**src/rtl/fsm_en_sched_if.sv**
```systemverilog
// -----------------------------------------------------------------------------
// fsm_en_sched_if
// Bundle of signals between the round-robin enable scheduler, its requesters
// and the shared fsm datapath.
//
//   req        requester -> scheduler  per-requester level request
//   fsm_dout   fsm       -> scheduler  dout of the shared fsm
//   fsm_en     scheduler -> fsm        en of the shared fsm
//   gnt        scheduler -> requesters one-hot grant, high for the burst
//   gnt_id     scheduler -> requesters binary index of current/last grantee
//   busy       scheduler -> requesters high while in BURST or GAP
//   result     scheduler -> requesters fsm_dout captured at end of burst
//   result_vld scheduler -> requesters one-cycle pulse, result valid
//
// Modports: "slave" is the scheduler's view, "master" is the environment's
// (requesters plus fsm) view.
// -----------------------------------------------------------------------------
interface fsm_en_sched_if #(
    parameter int N_REQ = 4,
    parameter int IDW   = 2
);
    logic [N_REQ-1:0] req;
    logic [3:0]       fsm_dout;
    logic             fsm_en;
    logic [N_REQ-1:0] gnt;
    logic [IDW-1:0]   gnt_id;
    logic             busy;
    logic [3:0]       result;
    logic             result_vld;

    modport master (
        output req,
        output fsm_dout,
        input  fsm_en,
        input  gnt,
        input  gnt_id,
        input  busy,
        input  result,
        input  result_vld
    );

    modport slave (
        input  req,
        input  fsm_dout,
        output fsm_en,
        output gnt,
        output gnt_id,
        output busy,
        output result,
        output result_vld
    );
endinterface

```
**src/rtl/fsm_en_sched.sv**
```systemverilog
// -----------------------------------------------------------------------------
// fsm_en_sched
// Round-robin scheduler sharing one fsm instance among N_REQ requesters.
// A grant holds the fsm's en high for BURST cycles, then en is held low for
// GAP cycles before the next arbitration. At the edge that ends the burst the
// fsm's dout is captured and presented on result with a one-cycle result_vld.
//
// Ports:
//   clk    in   system clock, rising edge
//   rst_n  in   asynchronous active-low reset
//   bus    slave modport of fsm_en_sched_if (req, fsm_dout in;
//          fsm_en, gnt, gnt_id, busy, result, result_vld out)
//
// All outputs come straight from registers.
// -----------------------------------------------------------------------------
module fsm_en_sched #(
    parameter int N_REQ = 4,
    parameter int BURST = 3,
    parameter int GAP   = 3,
    parameter int IDW   = 2
) (
    input  logic                clk,
    input  logic                rst_n,
    fsm_en_sched_if.slave       bus
);

    // Counter only ever holds BURST-1 or GAP-1 downwards, so this never wraps.
    localparam int CNT_MAX = (BURST > GAP) ? BURST : ((GAP > 1) ? GAP : 1);
    localparam int CW      = $clog2(CNT_MAX) + 1;

    typedef enum logic [1:0] {
        ST_IDLE  = 2'd0,
        ST_BURST = 2'd1,
        ST_GAP   = 2'd2
    } state_t;

    // -------------------------------------------------------------------------
    // Round-robin pick: returns {found, index} of the first asserted request
    // at or after ptr, wrapping from N_REQ-1 back to 0.
    // -------------------------------------------------------------------------
    function automatic logic [IDW:0] rr_pick(
        input logic [N_REQ-1:0] req_v,
        input logic [IDW-1:0]   ptr_v
    );
        logic           found;
        logic [IDW-1:0] win;
        int             idx;
        found = 1'b0;
        win   = {IDW{1'b0}};
        for (int i = 0; i < N_REQ; i++) begin
            idx = (int'(ptr_v) + i) % N_REQ;
            if (!found && req_v[idx]) begin
                found = 1'b1;
                win   = IDW'(idx);
            end else begin
                found = found;
            end
        end
        return {found, win};
    endfunction

    // Pointer successor of a winner, wrapping at N_REQ-1 (N_REQ need not be a
    // power of two, so plain IDW-bit overflow is not enough).
    function automatic logic [IDW-1:0] ptr_after(input logic [IDW-1:0] w);
        logic [IDW-1:0] nxt;
        if (int'(w) == (N_REQ - 1)) begin
            nxt = {IDW{1'b0}};
        end else begin
            nxt = w + IDW'(1);
        end
        return nxt;
    endfunction

    // -------------------------------------------------------------------------
    // State and output registers
    // -------------------------------------------------------------------------
    state_t           r_state;
    logic [CW-1:0]    r_cnt;
    logic [IDW-1:0]   r_ptr;
    logic             r_fsm_en;
    logic [N_REQ-1:0] r_gnt;
    logic [IDW-1:0]   r_gnt_id;
    logic             r_busy;
    logic [3:0]       r_result;
    logic             r_result_vld;

    // Next-state values
    state_t           w_state_nxt;
    logic [CW-1:0]    w_cnt_nxt;
    logic [IDW-1:0]   w_ptr_nxt;
    logic             w_fsm_en_nxt;
    logic [N_REQ-1:0] w_gnt_nxt;
    logic [IDW-1:0]   w_gnt_id_nxt;
    logic             w_busy_nxt;
    logic [3:0]       w_result_nxt;
    logic             w_result_vld_nxt;

    logic             w_arb_en;
    logic [IDW:0]     w_pick;
    logic             w_pick_found;
    logic [IDW-1:0]   w_pick_id;
    logic [N_REQ-1:0] w_pick_onehot;

    assign w_pick        = rr_pick(bus.req, r_ptr);
    assign w_pick_found  = w_pick[IDW];
    assign w_pick_id     = w_pick[IDW-1:0];
    assign w_pick_onehot = N_REQ'(1) << w_pick_id;

    // Next-state and next-output logic for the IDLE/BURST/GAP machine.
    always_comb begin
        w_state_nxt      = r_state;
        w_cnt_nxt        = r_cnt;
        w_ptr_nxt        = r_ptr;
        w_fsm_en_nxt     = r_fsm_en;
        w_gnt_nxt        = r_gnt;
        w_gnt_id_nxt     = r_gnt_id;
        w_busy_nxt       = r_busy;
        w_result_nxt     = r_result;
        w_result_vld_nxt = 1'b0;
        w_arb_en         = 1'b0;

        case (r_state)
            ST_IDLE: begin
                w_arb_en = 1'b1;
            end

            ST_BURST: begin
                if (r_cnt == {CW{1'b0}}) begin
                    // Last burst cycle: drop en, capture dout, pulse valid.
                    w_fsm_en_nxt     = 1'b0;
                    w_gnt_nxt        = {N_REQ{1'b0}};
                    w_result_nxt     = bus.fsm_dout;
                    w_result_vld_nxt = 1'b1;
                    if (GAP != 0) begin
                        w_cnt_nxt   = CW'(GAP - 1);
                        w_state_nxt = ST_GAP;
                        w_busy_nxt  = 1'b1;
                    end else begin
                        // No gap: arbitrate on this same edge so bursts can
                        // run back to back.
                        w_state_nxt = ST_IDLE;
                        w_busy_nxt  = 1'b0;
                        w_arb_en    = 1'b1;
                    end
                end else begin
                    w_cnt_nxt = r_cnt - CW'(1);
                end
            end

            ST_GAP: begin
                if (r_cnt == {CW{1'b0}}) begin
                    w_state_nxt = ST_IDLE;
                    w_busy_nxt  = 1'b0;
                end else begin
                    w_cnt_nxt = r_cnt - CW'(1);
                end
            end

            default: begin
                w_state_nxt  = ST_IDLE;
                w_fsm_en_nxt = 1'b0;
                w_gnt_nxt    = {N_REQ{1'b0}};
                w_busy_nxt   = 1'b0;
            end
        endcase

        // Arbitration overrides the defaults above when a request wins.
        if (w_arb_en && w_pick_found) begin
            w_state_nxt  = ST_BURST;
            w_gnt_nxt    = w_pick_onehot;
            w_gnt_id_nxt = w_pick_id;
            w_fsm_en_nxt = 1'b1;
            w_busy_nxt   = 1'b1;
            w_cnt_nxt    = CW'(BURST - 1);
            w_ptr_nxt    = ptr_after(w_pick_id);
        end else begin
            w_ptr_nxt = w_ptr_nxt;
        end
    end

    // State, counter, pointer and output registers with asynchronous reset.
    always_ff @(posedge clk or negedge rst_n) begin
        if (!rst_n) begin
            r_state      <= ST_IDLE;
            r_cnt        <= {CW{1'b0}};
            r_ptr        <= {IDW{1'b0}};
            r_fsm_en     <= 1'b0;
            r_gnt        <= {N_REQ{1'b0}};
            r_gnt_id     <= {IDW{1'b0}};
            r_busy       <= 1'b0;
            r_result     <= 4'd0;
            r_result_vld <= 1'b0;
        end else begin
            r_state      <= w_state_nxt;
            r_cnt        <= w_cnt_nxt;
            r_ptr        <= w_ptr_nxt;
            r_fsm_en     <= w_fsm_en_nxt;
            r_gnt        <= w_gnt_nxt;
            r_gnt_id     <= w_gnt_id_nxt;
            r_busy       <= w_busy_nxt;
            r_result     <= w_result_nxt;
            r_result_vld <= w_result_vld_nxt;
        end
    end

    assign bus.fsm_en     = r_fsm_en;
    assign bus.gnt        = r_gnt;
    assign bus.gnt_id     = r_gnt_id;
    assign bus.busy       = r_busy;
    assign bus.result     = r_result;
    assign bus.result_vld = r_result_vld;

endmodule

```
**src/flat_wrapper.sv**
```systemverilog
// flat-port wrapper written by rule: the top's interface ports become plain ports
module fsm_en_sched_flat 
#(
    parameter int N_REQ = 4,
    parameter int BURST = 3,
    parameter int GAP   = 3,
    parameter int IDW   = 2
)
  (clk, rst_n, bus_req, bus_fsm_dout, bus_fsm_en, bus_gnt, bus_gnt_id, bus_busy, bus_result, bus_result_vld);
  fsm_en_sched_if #(.N_REQ(N_REQ), .IDW(IDW)) bus_i ();
  input  logic clk;
  input  logic rst_n;
  input wire logic [$bits(bus_i.req)-1:0] bus_req;
  input wire logic [$bits(bus_i.fsm_dout)-1:0] bus_fsm_dout;
  output wire logic [$bits(bus_i.fsm_en)-1:0] bus_fsm_en;
  output wire logic [$bits(bus_i.gnt)-1:0] bus_gnt;
  output wire logic [$bits(bus_i.gnt_id)-1:0] bus_gnt_id;
  output wire logic [$bits(bus_i.busy)-1:0] bus_busy;
  output wire logic [$bits(bus_i.result)-1:0] bus_result;
  output wire logic [$bits(bus_i.result_vld)-1:0] bus_result_vld;
  assign bus_i.req = bus_req;
  assign bus_i.fsm_dout = bus_fsm_dout;
  assign bus_fsm_en = bus_i.fsm_en;
  assign bus_gnt = bus_i.gnt;
  assign bus_gnt_id = bus_i.gnt_id;
  assign bus_busy = bus_i.busy;
  assign bus_result = bus_i.result;
  assign bus_result_vld = bus_i.result_vld;
  fsm_en_sched #(.N_REQ(N_REQ), .BURST(BURST), .GAP(GAP), .IDW(IDW)) u_core (.clk(clk), .rst_n(rst_n), .bus(bus_i));
endmodule
```
**config.mk**
```make
export PLATFORM = sky130hd
export DESIGN_NAME = fsm_en_sched_flat
export DESIGN_NICKNAME = d
export VERILOG_FILES = /design/src/rtl/fsm_en_sched_if.sv /design/src/rtl/fsm_en_sched.sv /design/src/flat_wrapper.sv
export SDC_FILE = /design/constraint.sdc
export NUM_CORES = 1
export LEC_CHECK = 0
export CAP_MARGIN = 5
export CELL_PAD_IN_SITES_DETAIL_PLACEMENT = 1
export CELL_PAD_IN_SITES_GLOBAL_PLACEMENT = 1
export CORE_ASPECT_RATIO = 0.7
export CORE_MARGIN = 3
export CORE_UTILIZATION = 38
export DETAILED_ROUTE_END_ITERATION = 16
export PLACE_DENSITY = 0.85
export SLEW_MARGIN = 20
export SYNTH_ARGS = -nofsm -noshare
export SYNTH_HDL_FRONTEND = slang
export SYNTH_SLANG_ARGS = --single-unit
```
**constraint.sdc**
```tcl
create_clock -name clk -period 1.9 [get_ports clk]
set_input_delay 0.38 -clock clk [delete_from_list [all_inputs] [get_ports clk]]
set_output_delay 0.38 -clock clk [all_outputs]
set_load 0.01 [all_outputs]
```
==> results.md <==
Clock tree:
- CTS built an H-tree with a depth of 1.
- The number of setup buffers added after CTS is 0.
- The number of hold-repair buffers added at the cts stage is 0.
- The clock sink count is 20.
- The register clock-pin slew on the reported worst setup and hold paths is 0.07 ns.
- The clock passes through at most 2 buffers.
- Counting the buffers created by CTS gives 3.
- TritonCTS built the clock tree.
- CTS placed an instance of clkbuf_8 at the clock tree root.
- The total of cells resized after clock tree synthesis is 0.
- The clock latency on the worst-skew pair is 0.25 ns.

Die:
- The width of the die is between 60 and 70 µm.
- Once the floorplan was initialized, standard cells occupied 41.70% of the core.
- The row count is 15.
- Pin placement for this block handled 23 I/O pins.
- The core region is 2571 µm².
- The die is 50.45 µm tall.
- The die covers 3505 µm².

STA:
- The highest clock rate is about 550 MHz.
- Setup violations remaining at the end of the flow were counted as 0.
- The worst setup skew after layout is between 0.002 and 0.003 ns.
- The relative slew slack is 65.23%.
- Dividing the final minimum period by the clock period gives 95.83%.
- Setup repair after global routing left no endpoint under its margin.
- The final-report hold violation count is 0.
- Counting I/O delays and the setup requirement, the final critical path takes 1.821 ns.
- The number of max-slew violations in the final report is 0.
- The worst hold slack after final layout is 0.4647 ns.
- The transition at the pin with the smallest max-transition slack is 0.5216 ns.

Synth:
- The synthesized area per cell is 11.29 µm².
- Summing every instance area after synthesis gives 1072 µm².
- The number of different library cells in the post-synthesis netlist is 34.
- Yosys printed 0 warnings.
- For this run, the register share of the synthesized area comes to 46.67%.
- In this run, synthesis inferred 0 flip-flops with an integrated enable.
- In this run, synthesis produced a sequential element count of 20.
- The primary flip-flop cell chosen by synthesis mapping is dfrtp_1.
- Synthesis produced a netlist with a net count of around 110.
- After technology mapping, the gate count stands at 95.
- The fraction of synthesis flops using an asynchronous set or reset pin is 100.0%.

Placed design:
- The instance count after placement with tap cells included is 159.
- The weighted congestion reported at the end of routability-driven placement is about 0.75.
- Buffers placed on the I/O ports in this run total 22.
- Detailed placement finished with a half-perimeter wire length of 2051 µm.

Setup path:
- The sort of element at the start of the critical path is an input pin.
- The type of element capturing the critical path is a register.
- On the worst path, the slowest cell contributes a delay of ~0.48 ns.
- The critical path's slowest cell is clkdlybuf4s50_1.
- The data required time at the worst endpoint is 2.04 ns.
- The arrival time of the worst setup path is around 2.0 ns.
- Grouping stages by cell kind, the critical path spends the most delay in compound AO/OA/AOI/OAI gates.
- The type of the setup path with the least slack is input pin to register.
- Along the worst path, the maximum fanout reaches 5.
- Together, buffers and inverters on the worst path number 1.
- The critical path goes through clkdlybuf4s50_1, a21o_2, a21oi_1, o22a_1, ha_1, mux2_2.

Detailed routing:
- The first routing iteration left 15 violations.
- Detailed routing inserted a total of 850 vias.
- The sum of routed wire length over all layers is approximately 2700 µm.
- Dividing the detail-routed wire length by the instance count gives 16.42 µm.
- For this run, the detailed router's first-pass iteration total came to 4.
- The post-route antenna net violation count is 0.
- In the routed layout, each cell is associated on average with a via count of 5.215.
- The DRC violations left is 0.

Cells and area:
- The layout net count is roughly 150.
- The count of antenna diodes in the layout is 0.
- The area overhead of the layout relative to synthesis is 33.96%.
- Cells with a size suffix above 1 make up 23.26% of the layout.
- After filler insertion, the fill cell instance count of the layout stands at roughly 280.
- Leaving out filler cells and counting taps, the final layout contains 163.

Power and ir drop:
- The maximum vdd ir drop is 0.0006050 V.
- The total power after layout is 0.002307 W.
- The static leakage power is approximately 0.65 nW.
- For this design the ratio of total power to cell area is 1606 nW/µm².

GRT:
- The largest net degree at the start of global routing is 21.
- The number of antenna violations at the first check in global routing is 0.
- Summed over all layers, the global routing overflow is 0.
- The number of global-route vias before repair is between 800 and 900.
- Global routing consumed, over all layers together, 16.50% of the routing resources.
- The first global-routing pass estimated 4416 µm of wire.

Worst hold path:
- The path class of the lowest-slack min-delay path is input pin to async pin.

Job:
- The total of max-cap violations is 0.

Outcome:
- The run finished with clean final reports.
==> final cells by class <==
type                            instances  area, µm²  share of cell area, %
Clock buffer                            4      55.05                  3.833
Sequential cell                        20      500.5                  34.84
Inverter                                9      33.78                  2.352
Tap cell                               34      42.54                  2.962
Timing Repair Buffer                   33      305.3                  21.25
Multi-Input combinational cell         63      499.2                  34.76
==> stage by stage <==
stage | setup WS (ns) | utilization, % | cell area [µm²] | setup TNS, ns
global placement | -0.1704 | 53.63 | 1379 | -0.8143
global route | 0.003881 | 55.86 | 1436 | 0
detailed placement | -0.2079 | 53.63 | 1379 | -1.322
floorplan | 0.3156 | - | 1072 | 0
CTS | 0.05028 | 55.77 | 1434 | 0
finish | 0.07915 | 55.86 | 1436 | 0
==> state kept, by name (all words and copies together) (netlist names) <==
name and count:
u_core.bus.gnt_id 2, u_core.r_state 2, u_core.bus.gnt 4, u_core.bus.result_vld 1
u_core.bus.result 4, u_core.bus.busy 1, u_core.r_cnt 3, u_core.r_ptr 2
u_core.bus.fsm_en 1
==> worst reg2reg max path: stages, from the launching register on <==
cell,delay (ns)
dfrtp_1,0.40
inv_1,0.14
ha_1,0.19
and2b_1,0.17
nand2_1,0.08
nor2_2,0.28
mux2_2,0.38
==> cells in the mapped netlist, types with 2 or more instances <==
| master | n | share of area (%) |
|---|---|---|
| inv_1 | 9 | 3.2 |
| nand2_1 | 4 | 1.4 |
| dfrtp_1 | 20 | 47 |
| nor2_2 | 2 | 1.2 |
| ha_1 | 6 | 7.0 |
| clkbuf_8 | 2 | 2.6 |
| a22o_1 | 4 | 3.3 |
| nor2_1 | 6 | 2.1 |
| a32o_1 | 2 | 1.9 |
| a21oi_1 | 7 | 3.3 |
| mux2_2 | 6 | 6.3 |
| o22ai_1 | 3 | 1.8 |
| o21ai_0 | 3 | 1.4 |
==> cells by family (layout without fill, tap and decap cells) <==
group / Yosys count / count (layout) / share of synthesized area [%]
and+or+nand+nor: 21 / 21 / 13.30
DFF: 20 / 20 / 46.67
xor gates and xnor gates: 2 / 2 / 1.634
adders and majority gates: 6 / 6 / 7.001
muxes: 6 / 6 / 6.301
buffers and inverters: 12 / 46 / 6.768
AOI/OAI and AO/OA: 28 / 28 / 18.32
==> cell usage in the layout, fill, tap and decap left out, types with 2 or more instances in the layout <==
master           instances
a21oi_1                  7
nand2_1                  4
mux2_2                   6
dfrtp_1                 20
a22o_1                   4
clkbuf_8                 4
nor2_1                   6
buf_4                   11
clkdlybuf4s50_1         21
o22ai_1                  3
ha_1                     6
a32o_1                   2
o21ai_0                  2
inv_1                    9
nor2_2                   2
==> where the power goes <==
group          internal [W]  switching, W  total [W]
Sequential         0.000622      0.000199   0.000821
Clock              0.000184      0.000137   0.000321
Combinational      0.000626      0.000539    0.00116
==> path summary, 6_finish.rpt <==
path / depth (start not counted) / slack, ns / from / to
worst min register to register: 1 / 0.51 / u_core.bus.gnt[2] / u_core.bus.gnt[2]
max in group asynchronous: 2 / 1.22 / rst_n / u_core.bus.gnt[3]
min in group clk: 1 / 0.51 / u_core.bus.gnt[2] / u_core.bus.gnt[2]
worst min-delay path: 2 / 0.46 / rst_n / u_core.r_cnt[0]
worst max-delay path: 6 / 0.08 / bus_req[1] / u_core.r_ptr[1]
worst max register to register: 6 / 0.14 / u_core.r_cnt[0] / u_core.bus.result[0]
==> routing by layer <==
layer / routed length (µm) / GRT usage (%)
met1: 1181 / 19.75
met2: 1318 / 29.11
met3: 160 / 5.800
met4: 17 / 2.922
met5: 0 / 0
Power figures use the tool's default switching activity.
